[config.mk]
export PLATFORM = sky130hd
export DESIGN_NAME = spike_route_tcam_flat
export DESIGN_NICKNAME = d
export VERILOG_FILES = /design/src/rtl/spike_route_tcam_if.sv /design/src/rtl/spike_route_tcam.sv /design/src/flat_wrapper.sv
export SDC_FILE = /design/constraint.sdc
export NUM_CORES = 1
export LEC_CHECK = 0
export ABC_AREA = 0
export CELL_PAD_IN_SITES_DETAIL_PLACEMENT = 1
export CELL_PAD_IN_SITES_GLOBAL_PLACEMENT = 1
export CORE_UTILIZATION = 57
export DETAILED_ROUTE_END_ITERATION = 6
export DONT_BUFFER_PORTS = 1
export PLACE_DENSITY = 0.86
export SLEW_MARGIN = 20
export SYNTH_ARGS = -nofsm -noshare
export SYNTH_HDL_FRONTEND = slang
export SYNTH_SLANG_ARGS = --single-unit
[constraint.sdc]
create_clock -name clk -period 10.1 [get_ports clk]
set_input_delay 1.515 -clock clk [delete_from_list [all_inputs] [get_ports clk]]
set_output_delay 1.515 -clock clk [all_outputs]
set_load 0.005 [all_outputs]
[src/rtl/spike_route_tcam_if.sv]
`default_nettype none
// ============================================================================
//  Module      : spike_route_tcam_if
//  Description : Config, lookup and result bus of the spike routing TCAM.
//                The slave modport is the TCAM side.
//  Revision    : 1.0 - initial release
// ============================================================================
interface spike_route_tcam_if #(
    parameter int KEY_W    = 8,
    parameter int ID_W     = 4,
    parameter int WEIGHT_W = 4,
    parameter int WORDS    = 16,
    parameter int ADDR_W   = $clog2(WORDS)
);
    logic                cfg_we;
    logic [ADDR_W-1:0]   cfg_addr;
    logic [KEY_W-1:0]    cfg_key;
    logic [KEY_W-1:0]    cfg_care;
    logic [ID_W-1:0]     cfg_dst;
    logic [WEIGHT_W-1:0] cfg_weight;
    logic                cfg_vld;
    logic                flush;
    logic                cfg_ready;

    logic                in_valid;
    logic                in_ready;
    logic [KEY_W-1:0]    in_key;

    logic                out_valid;
    logic                out_ready;
    logic [ID_W-1:0]     out_dst;
    logic [WEIGHT_W-1:0] out_weight;
    logic [ADDR_W-1:0]   out_addr;
    logic                out_last;
    logic [ADDR_W:0]     hit_count;
    logic                miss;

    modport master (
        output cfg_we, cfg_addr, cfg_key, cfg_care, cfg_dst, cfg_weight, cfg_vld, flush,
        output in_valid, in_key, out_ready,
        input  cfg_ready, in_ready,
        input  out_valid, out_dst, out_weight, out_addr, out_last, hit_count, miss
    );

    modport slave (
        input  cfg_we, cfg_addr, cfg_key, cfg_care, cfg_dst, cfg_weight, cfg_vld, flush,
        input  in_valid, in_key, out_ready,
        output cfg_ready, in_ready,
        output out_valid, out_dst, out_weight, out_addr, out_last, hit_count, miss
    );
endinterface
`default_nettype wire

[src/rtl/spike_route_tcam.sv]
`default_nettype none
// ============================================================================
//  Module      : spike_route_tcam
//  Description : Ternary routing table for spike packets. A lookup latches
//                every matching entry and streams them out lowest index
//                first, one per result handshake; a lookup with no match
//                produces a one-cycle miss pulse instead.
//  Revision    : 1.0 - initial release
// ============================================================================
module spike_route_tcam #(
    parameter int KEY_W    = 8,
    parameter int ID_W     = 4,
    parameter int WEIGHT_W = 4,
    parameter int WORDS    = 16,
    parameter int ADDR_W   = $clog2(WORDS)
) (
    input  logic                  clk,
    input  logic                  rst_n,
    spike_route_tcam_if.slave     bus
);

    localparam logic [0:0] c_IDLE = 1'b0;
    localparam logic [0:0] c_SCAN = 1'b1;

    logic [0:0]          r_state;
    logic [0:0]          w_state_next;

    // Table storage; only the valid bits are reset
    logic [KEY_W-1:0]    r_key    [WORDS];
    logic [KEY_W-1:0]    r_care   [WORDS];
    logic [ID_W-1:0]     r_dst    [WORDS];
    logic [WEIGHT_W-1:0] r_weight [WORDS];
    logic [WORDS-1:0]    r_valid;

    // Remaining results of the lookup in progress, including the presented one
    logic [WORDS-1:0]    r_pending;

    logic                r_out_valid;
    logic [ID_W-1:0]     r_out_dst;
    logic [WEIGHT_W-1:0] r_out_weight;
    logic [ADDR_W-1:0]   r_out_addr;
    logic                r_out_last;
    logic [ADDR_W:0]     r_hit_count;
    logic                r_miss;

    logic [WORDS-1:0]    w_hit;
    logic [ADDR_W:0]     w_hit_pop;
    logic [WORDS-1:0]    w_pending_rest;
    logic [WORDS-1:0]    w_sel_vec;
    logic [ADDR_W-1:0]   w_sel_addr;
    logic                w_sel_last;

    logic                w_cfg_ready;
    logic                w_in_ready;
    logic                w_accept;
    logic                w_pop;
    logic                w_cfg_wr;
    logic                w_flush;

    // Ternary compare of the incoming key against every valid entry
    always_comb begin
        w_hit = '0;
        for (int i = 0; i < WORDS; i++) begin
            w_hit[i] = r_valid[i] && (((bus.in_key ^ r_key[i]) & r_care[i]) == '0);
        end
    end

    // Number of matching entries, latched as hit_count on acceptance
    always_comb begin
        w_hit_pop = '0;
        for (int i = 0; i < WORDS; i++) begin
            w_hit_pop = w_hit_pop + (ADDR_W+1)'(w_hit[i]);
        end
    end

    // Select the vector the next presented result comes from: fresh hits
    // when accepting a lookup, otherwise what remains after this handshake
    always_comb begin
        w_pending_rest = r_pending & ~(WORDS'(1) << r_out_addr);
        w_sel_vec      = (r_state == c_IDLE) ? w_hit : w_pending_rest;
        w_sel_last     = (w_sel_vec & (w_sel_vec - WORDS'(1))) == '0;
    end

    // Lowest set index of the selected vector
    always_comb begin
        w_sel_addr = '0;
        for (int i = WORDS - 1; i >= 0; i--) begin
            if (w_sel_vec[i]) begin
                w_sel_addr = ADDR_W'(i);
            end
        end
    end

    // FSM state register
    always_ff @(posedge clk) begin
        if (!rst_n) begin
            r_state <= c_IDLE;
        end else begin
            r_state <= w_state_next;
        end
    end

    // FSM next state: scan while results remain, misses stay in IDLE
    always_comb begin
        w_state_next = r_state;
        case (r_state)
            c_IDLE: begin
                if (w_accept && (w_hit != '0)) begin
                    w_state_next = c_SCAN;
                end
            end
            c_SCAN: begin
                if (w_pop && (w_pending_rest == '0)) begin
                    w_state_next = c_IDLE;
                end
            end
            default: w_state_next = c_IDLE;
        endcase
    end

    // FSM outputs: config has priority over lookups, both blocked in SCAN
    always_comb begin
        w_cfg_ready = 1'b0;
        w_in_ready  = 1'b0;
        w_accept    = 1'b0;
        w_pop       = 1'b0;
        w_cfg_wr    = 1'b0;
        w_flush     = 1'b0;
        case (r_state)
            c_IDLE: begin
                w_cfg_ready = 1'b1;
                w_in_ready  = !bus.cfg_we && !bus.flush;
                w_accept    = bus.in_valid && w_in_ready;
                w_flush     = bus.flush;
                w_cfg_wr    = bus.cfg_we && !bus.flush;
            end
            c_SCAN: begin
                w_pop = r_out_valid && bus.out_ready;
            end
            default: ;
        endcase
    end

    // Entry contents; not reset, they only matter once the valid bit is set
    always_ff @(posedge clk) begin
        if (w_cfg_wr) begin
            r_key[bus.cfg_addr]    <= bus.cfg_key;
            r_care[bus.cfg_addr]   <= bus.cfg_care;
            r_dst[bus.cfg_addr]    <= bus.cfg_dst;
            r_weight[bus.cfg_addr] <= bus.cfg_weight;
        end
    end

    // Valid bits, pending vector and registered result outputs
    always_ff @(posedge clk) begin
        if (!rst_n) begin
            r_valid      <= '0;
            r_pending    <= '0;
            r_out_valid  <= 1'b0;
            r_out_dst    <= '0;
            r_out_weight <= '0;
            r_out_addr   <= '0;
            r_out_last   <= 1'b0;
            r_hit_count  <= '0;
            r_miss       <= 1'b0;
        end else begin
            r_miss <= w_accept && (w_hit == '0);

            if (w_flush) begin
                r_valid <= '0;
            end else if (w_cfg_wr) begin
                r_valid[bus.cfg_addr] <= bus.cfg_vld;
            end

            if (w_accept) begin
                r_pending   <= w_hit;
                r_hit_count <= w_hit_pop;
                if (w_hit != '0) begin
                    r_out_valid  <= 1'b1;
                    r_out_addr   <= w_sel_addr;
                    r_out_dst    <= r_dst[w_sel_addr];
                    r_out_weight <= r_weight[w_sel_addr];
                    r_out_last   <= w_sel_last;
                end
            end else if (w_pop) begin
                r_pending <= w_pending_rest;
                if (w_pending_rest != '0) begin
                    r_out_addr   <= w_sel_addr;
                    r_out_dst    <= r_dst[w_sel_addr];
                    r_out_weight <= r_weight[w_sel_addr];
                    r_out_last   <= w_sel_last;
                end else begin
                    r_out_valid <= 1'b0;
                    r_out_last  <= 1'b0;
                end
            end
        end
    end

    assign bus.cfg_ready  = w_cfg_ready;
    assign bus.in_ready   = w_in_ready;
    assign bus.out_valid  = r_out_valid;
    assign bus.out_dst    = r_out_dst;
    assign bus.out_weight = r_out_weight;
    assign bus.out_addr   = r_out_addr;
    assign bus.out_last   = r_out_last;
    assign bus.hit_count  = r_hit_count;
    assign bus.miss       = r_miss;

endmodule
`default_nettype wire
[src/flat_wrapper.sv]
// flat-port wrapper written by rule: the top's interface ports become plain ports
module spike_route_tcam_flat 
#(
    parameter int KEY_W    = 8,
    parameter int ID_W     = 4,
    parameter int WEIGHT_W = 4,
    parameter int WORDS    = 16,
    parameter int ADDR_W   = $clog2(WORDS)
)
  (clk, rst_n, bus_cfg_we, bus_cfg_addr, bus_cfg_key, bus_cfg_care, bus_cfg_dst, bus_cfg_weight, bus_cfg_vld, bus_flush, bus_in_valid, bus_in_key, bus_out_ready, bus_cfg_ready, bus_in_ready, bus_out_valid, bus_out_dst, bus_out_weight, bus_out_addr, bus_out_last, bus_hit_count, bus_miss);
  spike_route_tcam_if #(.KEY_W(KEY_W), .ID_W(ID_W), .WEIGHT_W(WEIGHT_W), .WORDS(WORDS), .ADDR_W(ADDR_W)) bus_i ();
  input  logic clk;
  input  logic rst_n;
  input wire logic [$bits(bus_i.cfg_we)-1:0] bus_cfg_we;
  input wire logic [$bits(bus_i.cfg_addr)-1:0] bus_cfg_addr;
  input wire logic [$bits(bus_i.cfg_key)-1:0] bus_cfg_key;
  input wire logic [$bits(bus_i.cfg_care)-1:0] bus_cfg_care;
  input wire logic [$bits(bus_i.cfg_dst)-1:0] bus_cfg_dst;
  input wire logic [$bits(bus_i.cfg_weight)-1:0] bus_cfg_weight;
  input wire logic [$bits(bus_i.cfg_vld)-1:0] bus_cfg_vld;
  input wire logic [$bits(bus_i.flush)-1:0] bus_flush;
  input wire logic [$bits(bus_i.in_valid)-1:0] bus_in_valid;
  input wire logic [$bits(bus_i.in_key)-1:0] bus_in_key;
  input wire logic [$bits(bus_i.out_ready)-1:0] bus_out_ready;
  output wire logic [$bits(bus_i.cfg_ready)-1:0] bus_cfg_ready;
  output wire logic [$bits(bus_i.in_ready)-1:0] bus_in_ready;
  output wire logic [$bits(bus_i.out_valid)-1:0] bus_out_valid;
  output wire logic [$bits(bus_i.out_dst)-1:0] bus_out_dst;
  output wire logic [$bits(bus_i.out_weight)-1:0] bus_out_weight;
  output wire logic [$bits(bus_i.out_addr)-1:0] bus_out_addr;
  output wire logic [$bits(bus_i.out_last)-1:0] bus_out_last;
  output wire logic [$bits(bus_i.hit_count)-1:0] bus_hit_count;
  output wire logic [$bits(bus_i.miss)-1:0] bus_miss;
  assign bus_i.cfg_we = bus_cfg_we;
  assign bus_i.cfg_addr = bus_cfg_addr;
  assign bus_i.cfg_key = bus_cfg_key;
  assign bus_i.cfg_care = bus_cfg_care;
  assign bus_i.cfg_dst = bus_cfg_dst;
  assign bus_i.cfg_weight = bus_cfg_weight;
  assign bus_i.cfg_vld = bus_cfg_vld;
  assign bus_i.flush = bus_flush;
  assign bus_i.in_valid = bus_in_valid;
  assign bus_i.in_key = bus_in_key;
  assign bus_i.out_ready = bus_out_ready;
  assign bus_cfg_ready = bus_i.cfg_ready;
  assign bus_in_ready = bus_i.in_ready;
  assign bus_out_valid = bus_i.out_valid;
  assign bus_out_dst = bus_i.out_dst;
  assign bus_out_weight = bus_i.out_weight;
  assign bus_out_addr = bus_i.out_addr;
  assign bus_out_last = bus_i.out_last;
  assign bus_hit_count = bus_i.hit_count;
  assign bus_miss = bus_i.miss;
  spike_route_tcam #(.KEY_W(KEY_W), .ID_W(ID_W), .WEIGHT_W(WEIGHT_W), .WORDS(WORDS), .ADDR_W(ADDR_W)) u_core (.clk(clk), .rst_n(rst_n), .bus(bus_i));
endmodule
==> summary by stage <==
Outcome
The flow ran to the end, and the final reports show no timing, DRC or antenna violations.

Clocking
Buffers added to address setup during post-CTS repair amount to 0. The clock passes through at most 3 buffers. The H-tree was split into 2 levels.

For the worst-skew pair, the clock arrives at the later sink with an insertion delay of between 0.5 and 0.6 ns. After clock tree synthesis, the clock-pin slew on the worst setup and hold paths is 0.05 ns. In this run, post-CTS repair resized a total of 0 instances. The CTS tree is built. Buffers inserted to repair hold after CTS numbered 0.

The clock buffer count from CTS is 44. The tree is rooted in a sky130_fd_sc_hd__clkbuf_16. The total clock sinks is between 400 and 500.

Detailed routing
In the routed design, unresolved DRC markers number 0. The first-pass iteration count of the detailed router is 6. The first routing iteration left ~1.6k violations. The total number of vias is between 10k and 15k. The mean number of vias per cell is ~7.0.

The aggregate routed wire length is between 50 and 60 mm. The count of nets left with antenna violations after detail routing is 0. Dividing the detail-routed wire length by the instance count gives 33.0 um.

Yosys
The synthesized netlist occupies a cell area of ~18000 um^2. Ranked by total cell area, the synthesized netlist is headed by sky130_fd_sc_hd__edfxtp_1 (64%), sky130_fd_sc_hd__xor2_1 (6.2%), sky130_fd_sc_hd__dfxtp_1 (5.9%). The biggest area contributor in the post-synthesis netlist is sky130_fd_sc_hd__edfxtp_1.

For this run, the leading register cell type out of synthesis is sky130_fd_sc_hd__edfxtp_1. Yosys printed 0 warnings. Synthesis handed over a netlist of ~1.3k instances. Synthesis inferred between 400 and 500 register bits. The area share of the largest cell type after synthesis is 0.637. In the synthesized netlist the async set-or-reset flop fraction comes to 0.

Averaged over all synthesized cells, the footprint is between 10 and 15 um^2. For this run, the register share of the synthesized area comes to 0.695. Synthesis produced a netlist with a net count of around 1.4k.

The synthesized netlist contains between 70 and 80 unique library cells. The number of synthesized flops with an enable pin is 384.

Critical path
The endpoint type of the worst setup path is a flop. The logic depth of the worst setup path including buffers is 16. The number of buffers and inverters on the critical path is 3. The cell that appears most often on the critical path is sky130_fd_sc_hd__fa_1. The critical path is of the primary input to flop type.

The cell family contributing the most delay on the critical path is adder cells. The element type at the critical path start is a primary input. The delay of the slowest critical-path stage is 0.58 ns. The end of the worst register-to-register path is u_core.bus.hit_count[4]. At the worst endpoint, the required time is around 11 ns. At the worst endpoint, the arrival time is ~6.5 ns. The slowest stage of the critical path is the sky130_fd_sc_hd__a221oi_1 cell. The worst reg2reg path startpoint is u_core.r_key[8][0]. Following the worst setup path forward leads to its endpoint at u_core.bus.hit_count[4]. The most critical setup path has its startpoint at bus_in_key[0]. Traced cell by cell, the critical path runs through xor2_1 -> a22o_1 -> a221oi_1 -> and4_1 -> inv_1 -> fa_1 -> fa_1 -> fa_1 -> inv_1 -> fa_1 -> inv_1 -> fa_1 -> fa_1 -> nor2b_1 -> o211ai_1 -> a21oi_1. Along the worst path, the maximum fanout reaches 16. For the worst flop-to-flop path, the logic depth is 16.

In this run the register-to-register setup slack is approximately 4.7 ns.

STA
Setup violations remaining at the end of the flow were counted as 0. The post-route fraction of the period consumed by the critical path is 0.593. The number of hold violations in the final report is 0.

Setup repair after global routing left no endpoint under its margin. The routed design could run at a clock period as short as around 6 ns. The max-slew headroom at the worst pin is 0.248. The worst hold margin is between 0.4 and 0.5 ns. The post-route clock skew is ~0.030 ns.

The number of pins with negative max-slew slack in the final report is 0. Derived from the worst setup path, the maximum achievable clock frequency is 167 MHz. The slew at the pin closest to its max-slew limit is 1.13 ns. The sum of negative setup slack is 0 ns.

Global routing
The pin count of the biggest net entering global routing is 66. The first-pass GRT wire length is ~84 mm. The total congestion overflow is 0. The initial antenna violation count is 1.

The number of global-route vias before repair is 12.6k. Across every metal layer, demand over resource in global routing totals 0.358.

Final layout
The count of nets after finishing is between 1k and 1.5k. The area growth from synthesis to layout is 9.50%. Of the cells placed in the final design, the portion with a size suffix greater than 1 is 0.0932. The final core utilization is 0.642. Leaving out fill and tap cells, the most frequent cells in the layout are sky130_fd_sc_hd__edfxtp_1 (384), sky130_fd_sc_hd__nand2_1 (149), sky130_fd_sc_hd__xor2_1 (128), sky130_fd_sc_hd__nor2_1 (80), sky130_fd_sc_hd__dfxtp_1 (53). The leading cell type in the layout, fill and taps excluded is sky130_fd_sc_hd__edfxtp_1.

The number of diodes added for antenna fixing is 0.

Run
Across the run, the number of max-cap violations was 0.

Floorplanning
From left edge to right edge, the die measures about 180 um. After floorplanning, the core was sized to cover roughly 30000 um^2. In this run the vertical extent of the chip is approximately 180 um. The floorplan step defined a die boundary enclosing approximately 32000 um^2. In this run the count of I/O pins placed on the die edge is 65. The count of standard-cell rows is 64.

The initial utilization of the core area, before any placement, comes to 0.586.

Power and ir drop
IR analysis of the VDD net gives a maximum drop of 0.000159 V. The overall power of the completed layout is approximately 3.7 mW. The analysis attributes to cell leakage a power of 6.65 nW. In this run the power density over the cells is around 190 nW/um^2.

Placed design
Detailed placement ended at an HPWL of 32.0 mm. The congestion estimate from routability-driven global placement came to about 0.85. The number of input and output port buffers inserted is 0.

Worst hold path
The tightest min-delay check is of the flop to flop type.
==> how the worst min path moves through the flow <==
stage | from | end | slack, ns | cells past startpoint
2_1_floorplan | u_core.bus.hit_count[2] | u_core.bus.hit_count[2] | 0.45 | 2
3_3_place_gp | u_core.r_valid[9] | u_core.r_valid[9] | 0.46 | 2
3_5_place_dp | u_core.bus.hit_count[2] | u_core.bus.hit_count[2] | 0.47 | 2
4_1_cts | u_core.bus.hit_count[2] | u_core.bus.hit_count[2] | 0.47 | 2
5_1_grt | u_core.bus.hit_count[3] | u_core.bus.hit_count[3] | 0.49 | 2
6_report | u_core.bus.hit_count[2] | u_core.bus.hit_count[2] | 0.48 | 2
==> report_power, final <==
| part | switching, mW | internal (mW) | leakage, nW |
|---|---|---|---|
| logic | 0.0527 | 0.0258 | 2.08 |
| clock network | 0.726 | 0.921 | 0.684 |
| registers | 0.00848 | 1.98 | 3.89 |
==> kinds of logic (layout without fill, tap and decap cells) <==
logic type | Yosys count | after routing | synth area share
AOI/OAI and AO/OA | 250 | 250 | 0.100
muxes | 18 | 18 | 0.0104
buffers and inverters | 94 | 132 | 0.0294
and+or+nand+nor | 346 | 346 | 0.0858
adders and majority gates | 17 | 17 | 0.0159
xor gates and xnor gates | 130 | 130 | 0.0629
DFF | 437 | 437 | 0.695
==> routing by layer <==
| metal | up-vias | share of wire | global-route usage |
|---|---|---|---|
| li1 | 4825 | - | - |
| met1 | 6147 | 0.37 | 0.457 |
| met2 | 852 | 0.48 | 0.580 |
| met3 | 202 | 0.11 | 0.0893 |
| met4 | 0 | 0.046 | 0.165 |
| met5 | - | 0 | 0 |
==> Yosys cell counts, drive strengths merged (4+ instances only) <==
master and n:
a21boi 7, o21a 4, nor3 18, a211oi 8
and4 11, nand4 16, nor4 5, mux2 7
a31oi 4, a21oi 54, nor2 93, xor2 128
or2 4, a221oi 7, dfxtp 53, fa 10
edfxtp 384, and2 7, ha 7, nand2b 10
o22a 4, nand2 149, nand3 22, a32oi 7
a211o 5, o21ai 34, buf 38, mux2i 11
a22oi 50, inv 28, a222oi 12, o22ai 4
clkbuf 27, nor2b 4, o2111ai 5, a22o 6
o31ai 9, o211ai 10
==> sequential cells by signal, summed over array words and instances, names as in the netlist <==
name	cells
u_core.bus.hit_count	5
u_core.bus.miss	1
u_core.bus.out_addr	4
u_core.bus.out_dst	4
u_core.bus.out_last	1
u_core.bus.out_valid	1
u_core.bus.out_weight	4
u_core.r_care	128
u_core.r_dst	64
u_core.r_key	128
u_core.r_pending	16
u_core.r_state	1
u_core.r_valid	16
u_core.r_weight	64
==> metrics by stage <==
step / instance area [um^2] / setup slack (ns) / std cells
final: 19800 / 4.11 / 1726
after global routing: 19800 / 3.82 / 1726
after CTS: 19800 / 4.20 / 1726
after detailed placement: 18400 / 3.75 / 1646
after global placement: 18400 / 3.80 / 1646
after floorplan: 18100 / 4.04 / 1292
==> worst min-delay path, delay by kind of cell, from the launching register on <==
kind	cells	cell delay, ns
compound gates	1	0.05
flops	1	0.32
simple gates	1	0.06
==> cell type report <==
type / count / area [um^2]
flip-flops and latches: 437 / 12600
fillers: 2806 / 11100
multi-input cells: 761 / 5050
clock buffers: 56 / 1160
well taps: 396 / 495
clock inverters: 24 / 258
repair buffers: 23 / 173
inverters: 29 / 109
No activity file was read; power rests on OpenSTA's default activity.
